===== src/rtl/mcm_pkg.sv =====
// mcm_pkg: shared constants and stack frame type for the chain-multiplier traceback
package mcm_pkg;
    localparam int DIM    = 31;
    localparam int MAXN   = 30;
    localparam int SDEPTH = 64;
    localparam int AW     = 10;
    localparam int IW     = 8;
    localparam logic [1:0] TOK_MAT   = 2'd0;
    localparam logic [1:0] TOK_OPEN  = 2'd1;
    localparam logic [1:0] TOK_CLOSE = 2'd2;
    localparam logic K_SPAN  = 1'b0;
    localparam logic K_CLOSE = 1'b1;
    typedef struct packed {
        logic          kind;
        logic [IW-1:0] i;
        logic [IW-1:0] j;
    } frame_t;
endpackage


===== src/rtl/tb_stack.sv =====
// tb_stack: SDEPTH-deep synchronous LIFO of traceback frames
module tb_stack import mcm_pkg::*; (
    input  logic   clk,
    input  logic   rst,
    input  logic   clr,
    input  logic   push,
    input  logic   pop,
    input  frame_t din,
    output frame_t top,
    output logic   empty,
    output logic   full
);
    localparam int CW = $clog2(SDEPTH) + 1;
    frame_t mem_q [SDEPTH];
    logic [CW-1:0] cnt_q, cnt_d;
    // next occupancy; clear wins, overflowing pushes and underflowing pops are dropped
    always_comb cnt_d = clr ? '0 : (push && !full) ? cnt_q + 1'b1 : (pop && !empty) ? cnt_q - 1'b1 : cnt_q;
    // occupancy register with active-low synchronous reset
    always_ff @(posedge clk) cnt_q <= !rst ? '0 : cnt_d;
    // frame storage needs no reset; only entries below cnt_q are ever read
    always_ff @(posedge clk) if (push && !full && !clr) mem_q[cnt_q[CW-2:0]] <= din;
    assign top   = mem_q[cnt_q[CW-2:0] - 1'b1];
    assign empty = cnt_q == '0;
    assign full  = cnt_q == CW'(SDEPTH);
endmodule


===== src/rtl/paren_traceback.sv =====
// paren_traceback: walks the split table from (1,n) and streams the optimal parenthesization
module paren_traceback import mcm_pkg::*; (
    input  logic          clk,
    input  logic          rst,
    input  logic          start,
    input  logic [7:0]    n,
    output logic          rd_en,
    output logic [AW-1:0] rd_addr,
    input  logic [31:0]   rd_data,
    output logic          tok_valid,
    input  logic          tok_ready,
    output logic [1:0]    tok_type,
    output logic [7:0]    tok_idx,
    output logic          busy,
    output logic          done,
    output logic          err
);
    typedef enum logic [2:0] {S_IDLE, S_POP, S_EMIT, S_RD, S_WAIT, S_PUSH, S_DONE, S_ERR} state_t;
    state_t state_q, state_d;
    logic tok_valid_q, tok_valid_d, pend_q, pend_d, rd_en_q, rd_en_d;
    logic busy_q, busy_d, done_q, done_d, err_q, err_d;
    logic [1:0] tok_type_q, tok_type_d, pc_q, pc_d;
    logic [IW-1:0] tok_idx_q, tok_idx_d, pi_q, pi_d, pj_q, pj_d, k_q, k_d;
    logic [AW-1:0] rd_addr_q, rd_addr_d;
    logic push, pop, empty, full;
    frame_t din, top;
    tb_stack u_stack (
        .clk(clk), .rst(rst), .clr(state_q == S_ERR), .push(push), .pop(pop),
        .din(din), .top(top), .empty(empty), .full(full)
    );
    // next-state, token and stack-control decode for the traceback walk
    always_comb begin
        state_d     = state_q;
        tok_valid_d = tok_valid_q;
        tok_type_d  = tok_type_q;
        tok_idx_d   = tok_idx_q;
        pend_d      = pend_q;
        pi_d        = pi_q;
        pj_d        = pj_q;
        k_d         = k_q;
        pc_d        = pc_q;
        rd_en_d     = 1'b0;
        rd_addr_d   = rd_addr_q;
        busy_d      = busy_q;
        done_d      = 1'b0;
        err_d       = err_q;
        push        = 1'b0;
        pop         = 1'b0;
        din         = '0;
        case (state_q)
            S_IDLE: if (start) begin
                if (n == '0 || n > IW'(MAXN)) begin
                    state_d = S_ERR;
                    err_d   = 1'b1;
                end else begin
                    push    = 1'b1;
                    din     = '{kind: K_SPAN, i: IW'(1), j: n};
                    busy_d  = 1'b1;
                    err_d   = 1'b0;
                    state_d = S_POP;
                end
            end
            S_POP: if (empty) begin
                state_d = S_DONE;
                done_d  = 1'b1;
                busy_d  = 1'b0;
            end else begin
                pop         = 1'b1;
                tok_valid_d = 1'b1;
                tok_type_d  = top.kind == K_CLOSE ? TOK_CLOSE : top.i == top.j ? TOK_MAT : TOK_OPEN;
                tok_idx_d   = (top.kind == K_SPAN && top.i == top.j) ? top.i : '0;
                pend_d      = top.kind == K_SPAN && top.i != top.j;
                pi_d        = top.i;
                pj_d        = top.j;
                state_d     = S_EMIT;
            end
            S_EMIT: if (tok_ready) begin
                tok_valid_d = 1'b0;
                tok_type_d  = '0;
                tok_idx_d   = '0;
                rd_en_d     = pend_q;
                rd_addr_d   = AW'(pj_q) * AW'(DIM) + AW'(pi_q);
                state_d     = pend_q ? S_RD : S_POP;
            end
            S_RD: state_d = S_WAIT;
            S_WAIT: begin
                k_d  = rd_data[7:0];
                pc_d = '0;
                if (rd_data[31:8] != '0 || rd_data[7:0] < pi_q || rd_data[7:0] >= pj_q) begin
                    state_d = S_ERR;
                    err_d   = 1'b1;
                    busy_d  = 1'b0;
                end else state_d = S_PUSH;
            end
            S_PUSH: if (full) begin
                state_d = S_ERR;
                err_d   = 1'b1;
                busy_d  = 1'b0;
            end else begin
                push     = 1'b1;
                din.kind = pc_q == 2'd0 ? K_CLOSE : K_SPAN;
                din.i    = pc_q == 2'd1 ? k_q + 1'b1 : pi_q;
                din.j    = pc_q == 2'd2 ? k_q : pj_q;
                pc_d     = pc_q + 2'd1;
                state_d  = pc_q == 2'd2 ? S_POP : S_PUSH;
            end
            S_DONE: state_d = S_IDLE;
            S_ERR: begin
                tok_valid_d = 1'b0;
                state_d     = S_IDLE;
            end
            default: state_d = S_IDLE;
        endcase
    end
    // state and registered outputs with active-low synchronous reset
    always_ff @(posedge clk) begin
        if (!rst) begin
            state_q     <= S_IDLE;
            tok_valid_q <= 1'b0;
            tok_type_q  <= '0;
            tok_idx_q   <= '0;
            pend_q      <= 1'b0;
            pi_q        <= '0;
            pj_q        <= '0;
            k_q         <= '0;
            pc_q        <= '0;
            rd_en_q     <= 1'b0;
            rd_addr_q   <= '0;
            busy_q      <= 1'b0;
            done_q      <= 1'b0;
            err_q       <= 1'b0;
        end else begin
            state_q     <= state_d;
            tok_valid_q <= tok_valid_d;
            tok_type_q  <= tok_type_d;
            tok_idx_q   <= tok_idx_d;
            pend_q      <= pend_d;
            pi_q        <= pi_d;
            pj_q        <= pj_d;
            k_q         <= k_d;
            pc_q        <= pc_d;
            rd_en_q     <= rd_en_d;
            rd_addr_q   <= rd_addr_d;
            busy_q      <= busy_d;
            done_q      <= done_d;
            err_q       <= err_d;
        end
    end
    assign rd_en     = rd_en_q;
    assign rd_addr   = rd_addr_q;
    assign tok_valid = tok_valid_q;
    assign tok_type  = tok_type_q;
    assign tok_idx   = tok_idx_q;
    assign busy      = busy_q;
    assign done      = done_q;
    assign err       = err_q;
endmodule

===== config.mk =====
export PLATFORM = sky130hd
export DESIGN_NAME = paren_traceback
export DESIGN_NICKNAME = d
export VERILOG_FILES = /design/src/rtl/mcm_pkg.sv /design/src/rtl/tb_stack.sv /design/src/rtl/paren_traceback.sv
export SDC_FILE = /design/constraint.sdc
export NUM_CORES = 1
export LEC_CHECK = 0
export BUFFER_PORTS_ARGS = -buffer_cell sky130_fd_sc_hd__buf_4
export CAP_MARGIN = 40
export CELL_PAD_IN_SITES_DETAIL_PLACEMENT = 0
export CELL_PAD_IN_SITES_GLOBAL_PLACEMENT = 1
export CORE_MARGIN = 2
export CORE_UTILIZATION = 50
export DETAILED_ROUTE_END_ITERATION = 16
export GPL_ROUTABILITY_DRIVEN = 0
export GPL_TIMING_DRIVEN = 1
export PLACE_DENSITY_LB_ADDON = 0.1
export SYNTH_ARGS = -nofsm -noshare
export SYNTH_HDL_FRONTEND = slang
export SYNTH_HIERARCHICAL = 1
export SYNTH_SLANG_ARGS = --single-unit

===== constraint.sdc =====
create_clock -name clk -period 18.2 [get_ports clk]
set_clock_uncertainty 0.2 [all_clocks]
set_input_delay 0.91 -clock clk [delete_from_list [all_inputs] [get_ports clk]]
set_output_delay 0.91 -clock clk [all_outputs]
set_load 0.05 [all_outputs]

==> impl_metrics.yaml, run 1 <==
floorplan:
  core_area_mm2: 0.0929
  num_rows: 112
  die_x_um: 310
  starting_density: 0.502
  floorplan.die.height_um: 310
  die-area_mm2: 0.0958
  design.portCount: 69
sta:
  hold_violations: 0
  rsz0062_at_grt: "false"
  timing_max_transition_violations_final: 0
  timing.setup.tns_ps: 0
  maxClockFrequency_mhz: 154
  setup-violations-final: 0
  final.min_clock_period_ps: 6500
  finalCritPeriodShare: 0.357
  final.hold.worst_slack_ps: 256
  timing.max_slew.rel_slack: 0.362
  worst_slew_pin_tran_ps: 957
  final_critical_path_setup_slack_ps: 11700
place:
  postPlaceCellArea_mm2: 0.0494
  place.port_buffers: 68
  pre_cts_ws_ps: 11760
  dp_hpwl_um: 72600
  dp_cells: 3855
synthesis:
  async_s_r_ff_share_synth: 0
  postSynthNetCount: 2656
  synth-simple-area-share: 0.0556
  post_synth_xor_area_fraction: 0.00713
  synth-seq-area-share: 0.726
  syn_inst: 2548
  post_synth_num_cell_types: 71
  yosys.area.top_type_share: 0.700
  synth_top_flop_cell: "sky130_fd_sc_hd__edfxtp_1"
  synth.area.mux_share: 0.142
  synth_top_family_by_area: "multiplexers"
  main_area_contributors_after_synthesis: "sky130_fd_sc_hd__edfxtp_1 (70%), sky130_fd_sc_hd__mux4_2 (13%), sky130_fd_sc_hd__dfxtp_1 (2.7%), sky130_fd_sc_hd__nand2_1 (2.5%), sky130_fd_sc_hd__fa_1 (1.1%)"
  mappedNetlistArea_mm2: 0.0467
  post_synth.cell_area_avg_um2: 18.3
  number_of_enable_flip_flop_cells_after_synthesis: 1088
  synth_commonest_cells: "sky130_fd_sc_hd__edfxtp_1 (1088), sky130_fd_sc_hd__nand2_1 (316), sky130_fd_sc_hd__mux4_2 (278)"
  synth-compound-area-share: 0.0278
  yosysTopAreaCell: "sky130_fd_sc_hd__edfxtp_1"
  area_share_of_fa_ha_maj_cells_after_synthesis: 0.0212
  synth_most_common_cell: "sky130_fd_sc_hd__edfxtp_1"
  synth.ff_latch_count: 1150
  warnings_synthesis: 6
setup_path:
  path_class: "register to register"
  critical_path_arrival_ps: 6900
  worst_ep_required_time_ps: 18600
  startpoint_type: "register"
  end_kind: "register"
  path_max_fanout: 121
clock_tree:
  numClockSinks: 1150
  postCtsResizedCells: 0
  cts_inserted_buffers: 117
  cts_post_setup_buffers_inserted: 0
  ctsHtreeMaxLevel: 3
  cts_hold_buf: 0
  clkSlewWorstSetupHoldPaths_ps: 70
  ctsRootBufferMaster: "sky130_fd_sc_hd__clkbuf_16"
  clock_latency_ps: 700
  cts_tree: "yes"
  cts_buffer_depth: 3
power_and_ir_drop:
  clock_power_share: 0.257
  power.ir.vdd_worst_mv: 0.174
  switching_power_total_mw: 3.53
  intPower_mw: 5.50
  leakage_component_of_the_power_nw: 18.2
  switching_share: 0.391
  p_per_area_mw_per_mm2: 170
  p_comb_frac: 0.410
  power_frac_seq: 0.333
layout:
  final_net_count: 2828
  postLayoutCellArea_mm2: 0.0531
  final-instance-count-excl-fill: 4069
  area.growth.synth_to_final_pct: 13.7
  drive_gt1_frac: 0.240
global_route:
  grt_use_met2: 0.403
  grt_max_degree: 122
  globalRouteMet3Util: 0.0471
  antenna_found_initial: 3
  global_route.peak_usage_layer: "met2"
  met1_usage: 0.370
  grt_pass1_wl_um: 175000
  grtUsageTotal: 0.257
  grt_pass1_vias: 24700
  grt.overflow.total: 0
detailed_routing:
  wirelength_um: 121000
  detail_route.vias_per_cell: 6.09
  dr.pass1.iters: 5
  drtIter0Drc: 2476
  dr_wl_cell_um: 29.6
  antenna_left: 0
  drcViolationCount: 0
  detailroute.via_count: 24800
run:
  max_cap_violations: 0
hold_path:
  hold_path.class: "register to register"
run_status:
  status: "completed"
-- sequential cells by signal, summed over array words and instances, names as in the netlist --
register / cells
done: 1
tok_valid: 1
busy: 1
pj_q: 8
rd_addr: 10
u_stack/cnt_q: 7
err: 1
u_stack/mem_q: 1088
k_q: 8
rd_en: 1
tok_type: 2
pc_q: 2
pi_q: 8
tok_idx: 8
state_q: 3
pend_q: 1
-- cell usage in the layout, fill, tap and decap left out, drive strengths merged, types with 39 or more instances in the layout --
cell type / Yosys / final
clkinv: 0 / 49
inv: 71 / 73
ha: 39 / 39
edfxtp: 1088 / 1088
nand2: 316 / 316
nor2: 119 / 119
mux4: 280 / 280
nand3: 73 / 73
buf: 77 / 185
clkbuf: 55 / 144
a21oi: 46 / 46
dfxtp: 62 / 62
-- cell families after synthesis --
family                     count (synthesis)
and+or+nand+nor                          598
xor gates and xnor gates                  35
AOI/OAI and AO/OA                        188
muxes                                    310
DFF                                     1150
buffers and inverters                    203
adders and majority gates                 64
-- worst max-delay path, cell delays in order (launching register included) --
cell and delay (ps):
sky130_fd_sc_hd__dfxtp_4 720, sky130_fd_sc_hd__inv_1 190, sky130_fd_sc_hd__ha_4 660, sky130_fd_sc_hd__buf_4 580, sky130_fd_sc_hd__buf_12 560, sky130_fd_sc_hd__mux4_2 450, sky130_fd_sc_hd__nand2_1 90, sky130_fd_sc_hd__a31oi_1 210
sky130_fd_sc_hd__o2111ai_1 810, sky130_fd_sc_hd__o211ai_1 270, sky130_fd_sc_hd__xor2_1 230, sky130_fd_sc_hd__nor4_1 300, sky130_fd_sc_hd__nand2_1 160, sky130_fd_sc_hd__nor3_2 430, sky130_fd_sc_hd__a22oi_1 170, sky130_fd_sc_hd__nor2_1 160
-- stage by stage --
| stage | total power, mW | util |
|---|---|---|
| after floorplan | 5.39 | - |
| after global placement | 6.76 | 0.529 |
| after detailed placement | 6.77 | 0.531 |
| after CTS | 9.08 | 0.571 |
| after global routing | 9.42 | 0.571 |
| final | 9.03 | 0.571 |
-- final timing paths --
kind	from	endpoint	slack [ps]	cells after the start
worst max register to register	u_stack/cnt_q[0]	tok_idx[4]	11700	15
worst min-delay path	rd_addr[7]	rd_addr[7]	260	2
worst max-delay path	u_stack/cnt_q[0]	tok_idx[4]	11700	15
worst min register to register	rd_addr[7]	rd_addr[7]	260	2
-- layer usage --
layer | up-vias | part of all wire
met5 | - | 0.000091
met4 | 2 | 0.033
met3 | 191 | 0.081
met2 | 1012 | 0.47
met1 | 13100 | 0.42
li1 | 10400 | -
-- power by group through the flow --
stage	sequential (mW)	combinational (mW)	clock, mW
after floorplan	3.05	2.34	0
after detailed placement	3.06	3.70	0
after global routing	3.02	3.95	2.46
after CTS	3.01	3.71	2.36
final	3.01	3.70	2.32
after global placement	3.06	3.70	0
-- final cells by class --
cell class | count | area [µm²]
diodes | 1 | 2.50
clock buffers | 144 | 3070
clock inverters | 69 | 624
fillers | 7066 | 39800
inverters | 71 | 267
multi-input cells | 1195 | 12100
flip-flops and latches | 1150 | 33900
well taps | 1254 | 1570
repair buffers | 185 | 1540
No activity file was read; power rests on OpenSTA's default activity.
==> run 2: changes to the inputs <==
==> constraint.sdc (replaced) <==
create_clock -name clk -period 5.4 [get_ports clk]
set_clock_uncertainty 0.2 [all_clocks]
set_input_delay 0.27 -clock clk [delete_from_list [all_inputs] [get_ports clk]]
set_output_delay 0.27 -clock clk [all_outputs]
set_load 0.05 [all_outputs]
==> impl_metrics.yaml, run 2 (same netlist as run 1, synthesis figures left out) <==
clock_tree:
  clkSlewWorstSetupHoldPaths_ps: 60
  clock_latency_ps: 700
  ctsRootBufferMaster: "sky130_fd_sc_hd__clkbuf_16"
  cts_inserted_buffers: 115
  cts_buffer_depth: 3
  postCtsResizedCells: 0
  numClockSinks: 1150
  cts_post_setup_buffers_inserted: 0
  cts_hold_buf: 24
  cts_tree: "yes"
  ctsHtreeMaxLevel: 3
global_route:
  grt.overflow.total: 0
  grt_pass1_wl_um: 174000
  grtUsageTotal: 0.253
  grt_pass1_vias: 25400
  grt_max_degree: 99
  antenna_found_initial: 4
layout:
  final_common_cell: "sky130_fd_sc_hd__edfxtp_1"
  final_net_count: 2906
  postLayoutCellArea_mm2: 0.0539
  final_cell_mix: "sky130_fd_sc_hd__edfxtp_1 (1088), sky130_fd_sc_hd__nand2_1 (316), sky130_fd_sc_hd__mux4_2 (278), sky130_fd_sc_hd__buf_4 (218), sky130_fd_sc_hd__clkbuf_16 (116)"
  fin_util: 0.580
  largest_register_ffs: 1088
  n_antenna_cell: 0
  drive_gt1_frac: 0.256
  area.growth.synth_to_final_pct: 15.5
power_and_ir_drop:
  switching_share: 0.381
  clock_power_share: 0.254
  p_comb_frac: 0.424
  power_frac_seq: 0.322
  p_per_area_mw_per_mm2: 580
  power.ir.vdd_worst_mv: 0.596
  leakage_component_of_the_power_nw: 18.6
  intPower_mw: 19.3
  switching_power_total_mw: 11.9
floorplan:
  die-area_mm2: 0.0958
  num_rows: 112
  core_area_mm2: 0.0929
  design.portCount: 69
  floorplan.die.height_um: 310
  die_x_um: 310
  starting_density: 0.502
setup_path:
  critical_path_arrival_ps: 5070
  worst_ep_required_time_ps: 5770
  path_max_fanout: 10
  worst_path_largest_cell_delay_ps: 670
  path_class: "register to register"
  startpoint_type: "register"
  end_kind: "register"
  cp_cell_sequence: "or3_1 -> nor3_1 -> nor2b_1 -> and3_1 -> or2_1 -> o31ai_1 -> buf_2 -> ha_1 -> a21o_1 -> a21oi_1 -> o21bai_1 -> a2111oi_0 -> a31o_2 -> a211oi_1"
  cpMaxStageDelayCell: "sky130_fd_sc_hd__a2111oi_0"
detailed_routing:
  drcViolationCount: 0
  detail_route.vias_per_cell: 6.00
  dr_wl_cell_um: 28.7
  detailroute.via_count: 24900
  antenna_left: 0
  wirelength_um: 119000
  drtIter0Drc: 2607
  dr.pass1.iters: 6
sta:
  finalCritPeriodShare: 0.870
  setup-violations-final: 0
  timing_max_transition_violations_final: 0
  hold_violations: 0
  timing.max_slew.rel_slack: 0.377
  rsz0062_at_grt: "false"
  worst_slew_pin_tran_ps: 935
  final.min_clock_period_ps: 4700
  maxClockFrequency_mhz: 213
place:
  postPlaceCellArea_mm2: 0.0499
  dp_hpwl_um: 73200
  place.port_buffers: 68
hold_path:
  hold_path.class: "input pin to register"
run_status:
  status: "completed"
run:
  max_cap_violations: 0
==> run 2: cell count changes in the layout (fill, tap and decap cells not counted), moves of 3 or more <==
cell and delta:
sky130_fd_sc_hd__buf_12 +18, sky130_fd_sc_hd__buf_16 -4, sky130_fd_sc_hd__buf_4 +46, sky130_fd_sc_hd__buf_8 -3, sky130_fd_sc_hd__clkbuf_1 -8, sky130_fd_sc_hd__clkbuf_16 -3, sky130_fd_sc_hd__clkinv_1 -5, sky130_fd_sc_hd__clkinv_2 +4
sky130_fd_sc_hd__clkinvlp_4 +5, sky130_fd_sc_hd__dlygate4sd3_1 +24, sky130_fd_sc_hd__inv_6 +6, sky130_fd_sc_hd__nor2_1 +5, sky130_fd_sc_hd__nor2_2 -5
==> run 2: cell type report <==
class,count,area [µm²]
timing repair buffer,265,2320
multi-input combinational,1195,12100
inverter,71,267
clock inverter,80,773
tap,1254,1570
clock buffer,135,2990
fill,6991,39000
sequential,1150,33900
==> run 2: power by group through the flow <==
stage / registers, mW / clock network (mW) / logic [mW]
after floorplan: 10.3 / 0 / 7.89
after global placement: 10.3 / 0 / 13.1
after detailed placement: 10.3 / 0 / 13.2
after CTS: 10.1 / 8.06 / 13.2
after global routing: 10.1 / 8.38 / 14.1
final: 10.1 / 7.93 / 13.2
==> run 2: through the flow <==
stage                     TNS, ps  hold WS, ps  setup slack, ps  instances  total power, mW
after floorplan           -214530          205             -559       2548             18.2
final                           0         40.5              701       4150             31.3
after global routing            0         75.2              305       4150             32.5
after global placement          0          249              917       3906             23.4
after detailed placement        0          252              787       3910             23.5
after CTS                       0        0.241              713       4149             31.4
==> run 2: worst paths after layout <==
| check | cells past startpoint | slack, ps | to | startpoint |
|---|---|---|---|---|
| worst max-delay path | 14 | 700 | u_stack/cnt_q[6] | u_stack/cnt_q[3] |
| worst max register to register | 14 | 700 | u_stack/cnt_q[6] | u_stack/cnt_q[3] |
| worst min-delay path | 4 | 40 | err | n[7] |
| worst min register to register | 2 | 250 | rd_addr[7] | rd_addr[7] |
==> run 2: routing by layer <==
| metal | routed length [µm] | global-route usage | vias up | share of wire |
|---|---|---|---|---|
| met2 | 58500 | 0.416 | 911 | 0.49 |
| met1 | 48800 | 0.350 | 13200 | 0.41 |
| met3 | 7440 | 0.0368 | 198 | 0.062 |
| li1 | - | - | 10600 | - |
| met4 | 4250 | 0.0877 | 0 | 0.036 |
| met5 | 0 | 0 | - | 0 |
==> run 2: critical path: cells and delay by family, from the launching register on <==
kind	cells	cell delay [ps]
fa+ha+maj	1	290
flops	1	320
simple gates	5	1820
compound gates	7	1680
buf+inv	1	270
